$ cat src/rtl/hd63701_timer.sv
// HD63701 on-chip timer: 16-bit free-running counter with output compare,
// input capture and overflow flags, mapped at internal registers $08-$0E.
module hd63701_timer #(
   parameter logic [15:0] FRC_PRESET  = 16'hFFF8,
   parameter logic [15:0] OCR_RESET   = 16'hFFFF,
   parameter int          SYNC_STAGES = 2
) (
   input  logic       CLK,
   input  logic       RST,
   input  logic       EN,
   input  logic       CS,
   input  logic       RW,
   input  logic [2:0] A,
   input  logic [7:0] DI,
   output logic [7:0] DO,
   input  logic       TIN,
   output logic       TOUT,
   output logic       IRQ2_TIM
);

   localparam logic [2:0] A_TCSR = 3'd0;
   localparam logic [2:0] A_FRCH = 3'd1;
   localparam logic [2:0] A_FRCL = 3'd2;
   localparam logic [2:0] A_OCRH = 3'd3;
   localparam logic [2:0] A_OCRL = 3'd4;
   localparam logic [2:0] A_ICRH = 3'd5;
   localparam logic [2:0] A_ICRL = 3'd6;

   logic [15:0]            frc, ocr, icr;
   logic [4:0]             ctl;            // EICI EOCI ETOI IEDG OLVL
   logic                   icf, ocf, tof;
   logic                   arm_icf, arm_ocf, arm_tof;
   logic [7:0]             rd_latch, wr_temp;
   logic [SYNC_STAGES-1:0] tin_sync;
   logic                   tin_prev, cmp_inhibit;

   logic rd, wr;
   logic rd_tcsr, rd_frch, rd_icrh;
   logic wr_tcsr, wr_frch, wr_frcl, wr_ocrh, wr_ocrl, wr_ocr;
   logic tin_s, cap_hit, cmp_hit, ovf_hit;
   logic icf_clr, ocf_clr, tof_clr;

   assign rd = EN & CS & RW;
   assign wr = EN & CS & ~RW;

   assign rd_tcsr = rd & (A == A_TCSR);
   assign rd_frch = rd & (A == A_FRCH);
   assign rd_icrh = rd & (A == A_ICRH);
   assign wr_tcsr = wr & (A == A_TCSR);
   assign wr_frch = wr & (A == A_FRCH);
   assign wr_frcl = wr & (A == A_FRCL);
   assign wr_ocrh = wr & (A == A_OCRH);
   assign wr_ocrl = wr & (A == A_OCRL);
   assign wr_ocr  = wr_ocrh | wr_ocrl;

   // Edge detector sits after the synchroniser; IEDG picks the polarity.
   assign tin_s   = tin_sync[SYNC_STAGES-1];
   assign cap_hit = EN & (ctl[1] ? (tin_s & ~tin_prev) : (~tin_s & tin_prev));
   assign cmp_hit = EN & ~cmp_inhibit & (frc == ocr);
   assign ovf_hit = EN & ~wr_frch & ~wr_frcl & (frc == 16'hFFFF);

   assign icf_clr = rd_icrh & arm_icf;
   assign ocf_clr = wr_ocr  & arm_ocf;
   assign tof_clr = rd_frch & arm_tof;

   assign IRQ2_TIM = (icf & ctl[4]) | (ocf & ctl[3]) | (tof & ctl[2]);

   // NOTE: state uses non-blocking assignments so every flop samples the
   // pre-edge values of the others, matching the hardware it describes.
   always_ff @(posedge CLK or posedge RST) begin
      if (RST) begin
         frc         <= 16'h0000;
         ocr         <= OCR_RESET;
         icr         <= 16'h0000;
         ctl         <= 5'b0;
         icf         <= 1'b0;
         ocf         <= 1'b0;
         tof         <= 1'b0;
         arm_icf     <= 1'b0;
         arm_ocf     <= 1'b0;
         arm_tof     <= 1'b0;
         rd_latch    <= 8'h00;
         wr_temp     <= 8'h00;
         tin_sync    <= '0;
         tin_prev    <= 1'b0;
         cmp_inhibit <= 1'b0;
         TOUT        <= 1'b0;
      end else if (EN) begin
         if (wr_frch) begin
            wr_temp <= DI;
            frc     <= FRC_PRESET;
         end else if (wr_frcl) begin
            frc <= {wr_temp, DI};
         end else begin
            frc <= frc + 16'd1;
         end

         if (rd_frch) rd_latch <= frc[7:0];
         if (wr_tcsr) ctl <= DI[4:0];
         if (wr_ocrh) ocr[15:8] <= DI;
         if (wr_ocrl) ocr[7:0]  <= DI;
         cmp_inhibit <= wr_ocr;

         tin_sync <= {tin_sync[SYNC_STAGES-2:0], TIN};
         tin_prev <= tin_s;
         if (cap_hit) icr <= frc;
         if (cmp_hit) TOUT <= ctl[0];

         // A set in the same cycle as a clear wins; the clear still disarms.
         icf <= cap_hit | (icf & ~icf_clr);
         ocf <= cmp_hit | (ocf & ~ocf_clr);
         tof <= ovf_hit | (tof & ~tof_clr);
         arm_icf <= ~icf_clr & (arm_icf | (rd_tcsr & icf));
         arm_ocf <= ~ocf_clr & (arm_ocf | (rd_tcsr & ocf));
         arm_tof <= ~tof_clr & (arm_tof | (rd_tcsr & tof));
      end
   end

   // NOTE: DO gets a default before the case so no path infers a latch.
   always_comb begin
      DO = 8'h00;
      case (A)
         A_TCSR:  DO = {icf, ocf, tof, ctl};
         A_FRCH:  DO = frc[15:8];
         A_FRCL:  DO = rd_latch;
         A_OCRH:  DO = ocr[15:8];
         A_OCRL:  DO = ocr[7:0];
         A_ICRH:  DO = icr[15:8];
         A_ICRL:  DO = icr[7:0];
         default: DO = 8'h00;
      endcase
   end

endmodule

$ cat config.mk
export PLATFORM = sky130hd
export DESIGN_NAME = hd63701_timer
export DESIGN_NICKNAME = d
export VERILOG_FILES = /design/src/rtl/hd63701_timer.sv
export SDC_FILE = /design/constraint.sdc
export NUM_CORES = 1
export LEC_CHECK = 0
export CAP_MARGIN = 15
export CORE_MARGIN = 2
export CORE_UTILIZATION = 55
export CTS_CLUSTER_DIAMETER = 30
export DETAILED_ROUTE_END_ITERATION = 10
export HOLD_SLACK_MARGIN = 0.03
export PLACE_DENSITY_LB_ADDON = 0.1
export SETUP_SLACK_MARGIN = 0.4
export SKIP_LAST_GASP = 1
export SLEW_MARGIN = 0
export SYNTH_ARGS = -nofsm -noshare
export SYNTH_HDL_FRONTEND = slang
export SYNTH_SLANG_ARGS = --single-unit
$ cat constraint.sdc
create_clock -name CLK -period 5.6 [get_ports CLK]
set_input_delay 0.84 -clock CLK [delete_from_list [all_inputs] [get_ports CLK]]
set_output_delay 0.84 -clock CLK [all_outputs]
set_load 0.05 [all_outputs]
After elaboration in Yosys (flattened, before gate mapping)
Index checks and enable logic that the tools add are counted.

Register bits after elaboration: 80. Bits of input ports: 17. Output and inout port bits: 10. Logic and storage cells: 90.

Add/sub/neg operators: 1. Eq/ne operators: 8. Multiplexer cells: 4. Bitwise gates (word level): 52. Reductions and logical operators: 8.

Operator list (count): $pmux W8 S7 (1); $and A1 B1 Y1 (34); $mux W16 (2); $add A16 B1 Y16 const B (1); $eq A16 B16 Y1 (1); $eq A16 B16 Y1 const B (1); $reduce_and A2 Y1 (7); $eq A3 B3 Y1 const B (3); $not A1 Y1 (9); $or A1 B1 Y1 (9); $eq A3 B2 Y1 const B (2); $eq A3 B1 Y1 const B (1); $logic_not A3 Y1 (1); $mux W1 (1).

Logic depth before layout (Yosys ltp)
Gate-level depths: netlist of the first run.

Depth after elaboration: 8. Gate-level depth with buffers: 7. Depth with buffers taken out: 6.

Least setup slack after synthesis of the first run
OpenSTA, ideal clock, no wires.

Kind: input -> output. From: input port A[2]. To: output port DO[4]. Arrival: 2522 ps. Data required time: 4760 ps. Setup slack: 2238 ps. Stages on the path: 6. Buffers on the path: 2. Path through: buf_4 -> buf_2 -> mux2i_1 -> nor2_1 -> a21oi_1 -> o21ai_0.

Cells in the longest elaborated chain, start to end: 2. Elaborated cells between the ends (all ways): 8. Those cells by class: eq/ne (6); mux (1); reduce/logical (1).

Ends and longest elaborated chain: start: declaration (line 13) `input logic [2:0] A,`; $eq A3 B3 Y1, or another cell as far along (line 122) `case (A)`; $pmux W8 S7 (*) (line 122); end: declaration (line 15) `output logic [7:0] DO,`.

Mark *: on every way between the ends. The rest lies on a longest branch, timed or not.

Final worst setup path of the first run
From: input port A[1]. To: output port DO[0].

Same word-level chain as after synthesis.

==> results.sh, run 1 <==
export IMPL_worstPathRequired_ps=4760
export IMPL_path_buf_inv=2
export IMPL_crit_chain="clkdlybuf4s50_1 -> nor2b_1 -> a22oi_1 -> a21oi_1 -> a221o_1 -> clkdlybuf4s50_1"
export IMPL_final_common_cell="dfrtp_1"
export IMPL_drive_above_1_share=0.264
export IMPL_synthToLayoutAreaGrowth_pct=13.0
export IMPL_wl_met3_um=545
export IMPL_io_buffers=26
export IMPL_cpMostUsedCell="clkdlybuf4s50_1"
export IMPL_fp_dieW_um=90.8
export IMPL_syn_area_um2=4140
export IMPL_worst_slew_pin_transition_ps=942
export IMPL_cts_buffer_depth=2
export IMPL_p_leak_uw=0.00195
export IMPL_seq_area_frac_synth=0.488
export IMPL_die_y_um=90.8
export IMPL_cts_setup_buffers=0
export IMPL_vias=3085
export IMPL_antenna_found_initial=0
export IMPL_dp_hpwl_um=7260
export IMPL_cts_made_buffers=9
export IMPL_total_power_uw=1950
export IMPL_initial_utilization=0.568
export IMPL_critPathCaptureType="primary output"
export IMPL_fin_ws_ps=1070
export IMPL_grt_total_usage=0.265
export IMPL_die_area_um2=8240
export IMPL_fin_skew_ps=10.9
export IMPL_arrival_ps=3690
export IMPL_cts_resized=0
export IMPL_clk_latency_ps=360
export IMPL_crit_type="in -> out"
export IMPL_slew_headroom=0.372
export IMPL_critPathMaxFanout=17
export IMPL_row_count=31
export IMPL_min_path_type="reg -> reg"
export IMPL_final_nets=411
export IMPL_final_util=0.642
export IMPL_clk_pin_slew_ps=70
export IMPL_drv_cap=0
export IMPL_start_kind="input port"
export IMPL_drc=0
export IMPL_nFillCells=611
export IMPL_async_flop_share=1.00
export IMPL_io_pins=27
export IMPL_period_share=0.808
export IMPL_wl_met2_um=4970
export IMPL_max_stage_delay_ps=810
export IMPL_first_global_vias=2987
export IMPL_place_gp_congestion=0.884
export IMPL_drt_iter0_drc=273
export IMPL_wire_per_inst_um=21.0
export IMPL_root_buffer="clkbuf_8"
export IMPL_p_per_area_nw_per_um2=417
export IMPL_slew_viol_final=0
export IMPL_drt_first_pass_iters=5
export IMPL_grt_pass1_wl_um=16800
export IMPL_n_antenna_cell=0
export IMPL_cts_sink_count=80
export IMPL_slowest_stage="nor2b_1"
export IMPL_syn_area_per_cell_um2=11.1
export IMPL_met1_length_um=4780
export IMPL_vias_per_cell=6.21
export IMPL_cts_hold_buf=0
export IMPL_core_um2=7290
export IMPL_ant_nets=0
export IMPL_cts_tree="done"
export IMPL_hold_viol_final=0
export IMPL_most_common_layout_cells="64 x dfrtp_1, 61 x mux2_2, 30 x nand2_1, 30 x a21oi_1, 26 x clkdlybuf4s50_1"
export IMPL_setup_tns_ps=0
export IMPL_syn_nets=390
export IMPL_syn_inst=372
export IMPL_min_period_ps=4530
export IMPL_rsz0062_at_grt="no"
export IMPL_gr_total_overflow=0
export IMPL_synthDistinctLibCells=47
export IMPL_wl_um=10400
export IMPL_fmax_mhz=221
export IMPL_ys_flop_type="dfrtp_1"
export IMPL_htree_num_levels=3
export IMPL_critical_path_top_delay_family="buffers and inverters"
export IMPL_setup_violations=0
export IMPL_synth_edf_count=0
export IMPL_status="complete, no violations"
export IMPL_synth_warnings=0
export IMPL_ir_drop_mv=0.199
export IMPL_dp_slack_ps=1130
export IMPL_ys_ff_latch=80
export IMPL_dr_max_layer_used="met4"
export IMPL_grt_max_degree=51
[cell usage after synthesis (4+ instances only)]
cell type,number,area [um^2]
dfrtp_1,64,1600
mux2_2,61,687
a21oi_1,30,150
nand2_1,30,113
o21ai_0,25,125
nor2_1,20,75.1
dfstp_2,16,420
xor2_1,12,105
nand3_1,11,55.1
clkbuf_1,10,37.5
buf_2,9,45.0
mux2i_1,9,90.1
and3_1,6,37.5
a311oi_1,5,43.8
inv_1,5,18.8
a22oi_1,4,30.0
nand4_1,4,25.0
xnor2_1,4,35.0
[final timing paths]
path                            slack (ps)           startpoint                       to  cells past startpoint
worst max-delay path                  1070                 A[1]                    DO[0]                      6
worst min-delay path                   500  arm_ocf$_DFFE_PP0P_      arm_ocf$_DFFE_PP0P_                      1
worst max register to register        3620   frc[0]$_DFFE_PP0P_      frc[10]$_DFFE_PP0P_                      6
worst min register to register         500  arm_ocf$_DFFE_PP0P_      arm_ocf$_DFFE_PP0P_                      1
max in group asynchronous             3750                  RST  rd_latch[7]$_DFFE_PP0P_                      3
min in group asynchronous              820                  RST         TOUT$_DFFE_PP0P_                      2
[registers in the layout, indices dropped and copies added (netlist names), 2 cells and up]
signal / flops
frc: 16
ctl: 5
wr_temp: 8
ocr: 16
rd_latch: 8
icr: 16
tin_sync: 2
[metal layers]
metal	up-vias	global-route usage
met3	15	0.0492
li1	1408	-
met4	0	0.0657
met2	106	0.407
met5	-	0
met1	1556	0.392
[through the flow]
stage	std cells	hold WS (ps)	area [um^2]
finish	497	498	4680
global route	497	506	4680
global placement	481	468	4470
CTS	497	498	4680
floorplan	372	450	4140
detailed placement	481	482	4470
[cell type report]
cell class                 instances  area [um^2]  share of cell area
tap                               99          124              0.0264
inverter                           6         23.8             0.00507
timing repair buffer              30          290              0.0620
clock buffer                      12          145              0.0310
multi-input combinational        266         2010               0.429
clock inverter                     4         70.1              0.0150
sequential                        80         2020               0.432
[report_power, final]
group	internal, uW	switching, uW
Combinational	267	253
Clock	262	205
Sequential	762	202
Total	1290	660
[cell families after synthesis]
family	count (synthesis)	synth area share
XOR/XNOR	16	0.0338
adder cells (fa/ha/maj)	1	0.00302
buffers and inverters	26	0.0272
AND/OR/NAND/NOR	92	0.118
multiplexers	73	0.204
AO/OA/AOI/OAI	84	0.126
flip-flops	80	0.488
No activity file was read; power rests on OpenSTA's default activity.
==> run 2, diff against run 1 <==
--- a/config.mk
+++ b/config.mk
@@ -7,7 +7,7 @@
 export LEC_CHECK = 0
 export CAP_MARGIN = 15
 export CORE_MARGIN = 2
-export CORE_UTILIZATION = 55
+export CORE_UTILIZATION = 53
 export CTS_CLUSTER_DIAMETER = 30
 export DETAILED_ROUTE_END_ITERATION = 10
 export HOLD_SLACK_MARGIN = 0.03
==> constraint.sdc (replaced) <==
create_clock -name CLK -period 4.08 [get_ports CLK]
set_input_delay 0.612 -clock CLK [delete_from_list [all_inputs] [get_ports CLK]]
set_output_delay 0.612 -clock CLK [all_outputs]
set_load 0.05 [all_outputs]
==> run 2 against run 1 <==
- first-iteration DRC count decreased by 21%
- cell count grew 1.0%
- die area increased by 3.6%
- flip-flop and latch count unchanged
- critical path depth unchanged
- power grew 36%
==> results.sh, run 2 (same netlist as run 1, synthesis figures left out) <==
export IMPL_core_um2=7650
export IMPL_row_count=32
export IMPL_wire_per_inst_um=21.0
export IMPL_die_area_um2=8540
export IMPL_slowest_stage="nor2b_1"
export IMPL_cts_sink_count=80
export IMPL_final_nets=413
export IMPL_critPathCaptureType="primary output"
export IMPL_p_leak_uw=0.00198
export IMPL_grt_total_usage=0.264
export IMPL_fmax_mhz=289
export IMPL_ir_drop_mv=0.286
export IMPL_grt_util_met2=0.403
export IMPL_critical_path_top_delay_family="buffers and inverters"
export IMPL_cts_tree="done"
export IMPL_crit_type="in -> out"
export IMPL_ff_latch_area_um2=2020
export IMPL_use_met3=0.0594
export IMPL_worstPathRequired_ps=3470
export IMPL_ant_nets=0
export IMPL_final_common_cell="dfrtp_1"
export IMPL_power_switching_uw=928
export IMPL_slew_headroom=0.354
export IMPL_most_common_layout_cells="64 x dfrtp_1, 61 x mux2_2, 30 x nand2_1, 30 x a21oi_1, 25 x o21ai_0"
export IMPL_busiest_layer="met2"
export IMPL_fp_dieW_um=92.4
export IMPL_drc=0
export IMPL_setup_violations=0
export IMPL_clk_pin_slew_ps=80
export IMPL_root_buffer="clkbuf_8"
export IMPL_status="complete, no violations"
export IMPL_cts_resized=0
export IMPL_die_y_um=92.4
export IMPL_multi_input_area_um2=2010
export IMPL_htree_num_levels=3
export IMPL_path_buf_inv=2
export IMPL_slew_viol_final=0
export IMPL_drt_iter0_drc=216
export IMPL_clk_latency_ps=360
export IMPL_drv_cap=0
export IMPL_gr_total_overflow=0
export IMPL_first_global_vias=3103
export IMPL_power_frac_clock=0.223
export IMPL_n_antenna_cell=0
export IMPL_grt_pass1_wl_um=17100
export IMPL_combPwrFrac=0.277
export IMPL_dp_hpwl_um=7450
export IMPL_crit_chain="clkdlybuf4s50_1 -> nor2b_1 -> a22oi_1 -> a21oi_1 -> a221o_1 -> buf_12"
export IMPL_arrival_ps=2840
export IMPL_place_gp_congestion=0.933
export IMPL_fin_skew_ps=8.99
export IMPL_cts_setup_buffers=0
export IMPL_p_sw_frac=0.349
export IMPL_reg_top3="frc: 16 flops, icr: 16 flops, ocr: 16 flops"
export IMPL_setup_tns_ps=0
export IMPL_period_share=0.847
export IMPL_io_pins=27
export IMPL_min_period_ps=3460
export IMPL_internal_power_uw=1730
export IMPL_worst_slew_pin_transition_ps=970
export IMPL_nFillCells=640
export IMPL_start_kind="input port"
export IMPL_initial_utilization=0.542
export IMPL_grt_max_degree=58
export IMPL_drt_first_pass_iters=7
export IMPL_vias_per_cell=6.31
export IMPL_seqPwrFrac=0.500
export IMPL_synthToLayoutAreaGrowth_pct=14.0
export IMPL_cts_made_buffers=9
export IMPL_vias=3169
export IMPL_max_stage_delay_ps=770
export IMPL_p_per_area_nw_per_um2=563
export IMPL_whs_ps=507
export IMPL_min_path_type="reg -> reg"
export IMPL_antenna_found_initial=0
export IMPL_cts_buffer_depth=2
export IMPL_gr_usage_met1=0.380
export IMPL_final_util=0.618
export IMPL_wl_um=10500
export IMPL_drive_above_1_share=0.293
export IMPL_critPathMaxFanout=17
export IMPL_cts_hold_buf=0
export IMPL_io_buffers=26
export IMPL_hold_viol_final=0
export IMPL_rsz0062_at_grt="no"
[run 2: worst paths after layout]
path | start | to | slack [ps] | cells past startpoint
max | A[1] | DO[3] | 620 | 6
min reg2reg | tin_sync[0]$_DFFE_PP0P_ | tin_sync[1]$_DFFE_PP0P_ | 510 | 1
max reg2reg | frc[3]$_DFFE_PP0P_ | TOUT$_DFFE_PP0P_ | 2050 | 5
min in group asynchronous | RST | icr[0]$_DFFE_PP0P_ | 760 | 2
max in group asynchronous | RST | ocr[1]$_DFFE_PP1P_ | 2400 | 3
min | tin_sync[0]$_DFFE_PP0P_ | tin_sync[1]$_DFFE_PP0P_ | 510 | 1
[run 2: layout make-up]
class / instances / area share
Timing Repair Buffer: 32 / 0.0710
Sequential cell: 80 / 0.428
Clock inverter: 6 / 0.0143
Inverter: 6 / 0.00503
Multi-Input combinational cell: 266 / 0.425
Tap cell: 102 / 0.0270
Clock buffer: 10 / 0.0291
[run 2: per-stage QoR]
step | total power (uW) | instance area, um^2 | instances | worst slack (ps)
global route | 2810 | 4720 | 502 | 483
finish | 2660 | 4720 | 502 | 625
CTS | 2670 | 4720 | 502 | 667
global placement | 2040 | 4520 | 486 | 757
floorplan | 1790 | 4140 | 372 | 1170
detailed placement | 2060 | 4520 | 486 | 690
[run 2: metal layers]
| layer | share of wire | vias up | wire [um] |
|---|---|---|---|
| met1 | 0.46 | 1630 | 4820 |
| met3 | 0.057 | 20 | 596 |
| met5 | 0 | - | 0 |
| met4 | 0.018 | 0 | 194 |
| li1 | - | 1417 | - |
| met2 | 0.47 | 102 | 4920 |
[run 2: power groups by stage]
stage                     registers, uW  logic, uW  clock network [uW]
after floorplan                    1180        612                   0
after global placement             1320        717                   0
after detailed placement           1330        737                   0
after CTS                          1320        742                 609
after global routing               1360        806                 644
final                              1330        736                 593
==> run 3, diff against run 2 <==
--- a/config.mk
+++ b/config.mk
@@ -7,7 +7,7 @@
 export LEC_CHECK = 0
 export CAP_MARGIN = 15
 export CORE_MARGIN = 2
-export CORE_UTILIZATION = 53
+export CORE_UTILIZATION = 55
 export CTS_CLUSTER_DIAMETER = 30
 export DETAILED_ROUTE_END_ITERATION = 10
 export HOLD_SLACK_MARGIN = 0.03
==> constraint.sdc (replaced) <==
create_clock -name CLK -period 3.6 [get_ports CLK]
set_input_delay 0.54 -clock CLK [delete_from_list [all_inputs] [get_ports CLK]]
set_output_delay 0.54 -clock CLK [all_outputs]
set_load 0.05 [all_outputs]
==> run 3 against run 2 <==
- sequential share of layout area decreased by 0.56 points
- global-route usage decreased by 0.99 points
- cell count unchanged
- count of clock-buffer cells in the layout increased by 1
- design area increased by 1.3%
- first-iteration DRC count increased by 0.93%
- critical path depth increased by 1
- via count decreased by 1.1%
==> results.sh, run 3 (same netlist as run 1, synthesis figures left out) <==
export IMPL_internal_power_uw=1980
export IMPL_place_area_um2=4590
export IMPL_most_common_layout_cells="64 x dfrtp_1, 61 x mux2_2, 30 x nand2_1, 30 x a21oi_1, 25 x o21ai_0"
export IMPL_root_buffer="clkbuf_8"
export IMPL_cts_tree="done"
export IMPL_drv_cap=0
export IMPL_crit_path_start="A[0]"
export IMPL_slew_headroom=0.448
export IMPL_vias=3134
export IMPL_wire_per_inst_um=19.9
export IMPL_worstPathRequired_ps=3060
export IMPL_combPwrFrac=0.286
export IMPL_slew_viol_final=0
export IMPL_io_pins=27
export IMPL_antenna_found_initial=0
export IMPL_hold_viol_final=0
export IMPL_first_global_vias=3056
export IMPL_rrSetupSlack_ps=1670
export IMPL_worst_slew_pin_transition_ps=826
export IMPL_drt_iter0_drc=218
export IMPL_power_frac_clock=0.218
export IMPL_clk_pin_slew_ps=70
export IMPL_setup_tns_ps=0
export IMPL_ir_drop_mv=0.376
export IMPL_critPathCaptureType="primary output"
export IMPL_initial_utilization=0.568
export IMPL_grt_max_degree=47
export IMPL_fmax_mhz=326
export IMPL_final_nets=416
export IMPL_row_count=31
export IMPL_period_share=0.852
export IMPL_drc=0
export IMPL_cts_made_buffers=9
export IMPL_grt_total_usage=0.254
export IMPL_die_y_um=90.8
export IMPL_fin_ws_ps=531
export IMPL_whs_ps=505
export IMPL_ff_latch_area_um2=2020
export IMPL_synthToLayoutAreaGrowth_pct=15.5
export IMPL_ant_nets=0
export IMPL_nFillCells=589
export IMPL_r2r_cells=6
export IMPL_total_power_uw=3030
export IMPL_critPathMaxFanout=17
export IMPL_drt_first_pass_iters=5
export IMPL_dp_slack_ps=554
export IMPL_dp_hpwl_um=7330
export IMPL_fp_dieW_um=90.8
export IMPL_seqPwrFrac=0.496
export IMPL_wl_um=10000
export IMPL_vias_per_cell=6.24
export IMPL_arrival_ps=2530
export IMPL_place_gp_congestion=0.909
export IMPL_rsz0062_at_grt="no"
export IMPL_status="complete, no violations"
export IMPL_cts_setup_buffers=0
export IMPL_fin_skew_ps=9.66
export IMPL_p_leak_uw=0.00200
export IMPL_min_path_type="reg -> reg"
export IMPL_p_per_area_nw_per_um2=633
export IMPL_setup_violations=0
export IMPL_cts_buffer_depth=2
export IMPL_worstReg2RegEnd="frc[10]$_DFFE_PP0P_"
export IMPL_core_um2=7290
export IMPL_die_area_um2=8240
export IMPL_p_sw_frac=0.345
export IMPL_reg2reg_from="frc[0]$_DFFE_PP0P_"
export IMPL_crit_type="in -> out"
export IMPL_reg_top3="frc: 16 flops, icr: 16 flops, ocr: 16 flops"
export IMPL_stdcell_area_um2=4790
export IMPL_gr_total_overflow=0
export IMPL_min_period_ps=3070
export IMPL_grt_pass1_wl_um=16300
export IMPL_drive_above_1_share=0.295
export IMPL_clk_latency_ps=350
export IMPL_cts_resized=0
export IMPL_cts_hold_buf=0
export IMPL_endpoint="DO[1]"
export IMPL_power_switching_uw=1040
export IMPL_min_path_cells=1
export IMPL_htree_num_levels=3
export IMPL_io_buffers=26
export IMPL_start_kind="input port"
export IMPL_cts_sink_count=80
export IMPL_multi_input_area_um2=2010
export IMPL_final_common_cell="dfrtp_1"
export IMPL_n_antenna_cell=0
==> run 3: cell count changes in the layout (fill, tap and decap cells not counted) <==
| cell | change |
|---|---|
| clkinvlp_4 | +1 |
| inv_6 | -1 |
| clkinv_4 | -1 |
| buf_12 | +4 |
| clkbuf_1 | +1 |
| buf_4 | -1 |
==> run 3: how the worst min path moves through the flow <==
stage | start | slack, ps | to
floorplan | arm_ocf$_DFFE_PP0P_ | 450 | arm_ocf$_DFFE_PP0P_
global placement | arm_ocf$_DFFE_PP0P_ | 480 | arm_ocf$_DFFE_PP0P_
detailed placement | arm_ocf$_DFFE_PP0P_ | 490 | arm_ocf$_DFFE_PP0P_
CTS | arm_ocf$_DFFE_PP0P_ | 510 | arm_ocf$_DFFE_PP0P_
global route | wr_temp[4]$_DFFE_PP0P_ | 520 | wr_temp[4]$_DFFE_PP0P_
finish | wr_temp[4]$_DFFE_PP0P_ | 510 | wr_temp[4]$_DFFE_PP0P_
==> run 3: critical path, stage by stage <==
cell and delay, ps:
clkdlybuf4s50_1 610, buf_4 280, nor2b_1 420, a22oi_1 170, a21oi_1 180, a221o_1 180
buf_12 150
==> run 3: routing by layer <==
| metal | routed length, um | share of wire | vias to the layer above | GRT usage |
|---|---|---|---|---|
| met2 | 4580 | 0.46 | 118 | 0.382 |
| li1 | - | - | 1417 | - |
| met5 | 0 | 0 | - | 0 |
| met3 | 601 | 0.060 | 18 | 0.0634 |
| met4 | 187 | 0.019 | 0 | 0.0745 |
| met1 | 4630 | 0.46 | 1581 | 0.366 |
==> run 3: stage by stage <==
stage | util | cells
after CTS | 0.656 | 502
after detailed placement | 0.629 | 486
final | 0.656 | 502
after global routing | 0.656 | 502
after floorplan | - | 372
after global placement | 0.629 | 486
==> run 3: layout make-up <==
cell class              count  area share
flip-flops and latches     80       0.422
well taps                  99      0.0259
clock buffers              11      0.0295
multi-input cells         266       0.420
repair buffers             35      0.0852
clock inverters             5      0.0120
inverters                   6     0.00497
==> run 3: power groups by stage <==
stage                     logic (uW)  clock network (uW)  registers, uW
after floorplan                  693                   0           1340
after global placement           848                   0           1500
after detailed placement         870                   0           1500
after CTS                        873                 672           1490
after global routing             944                 711           1540
final                            867                 660           1500
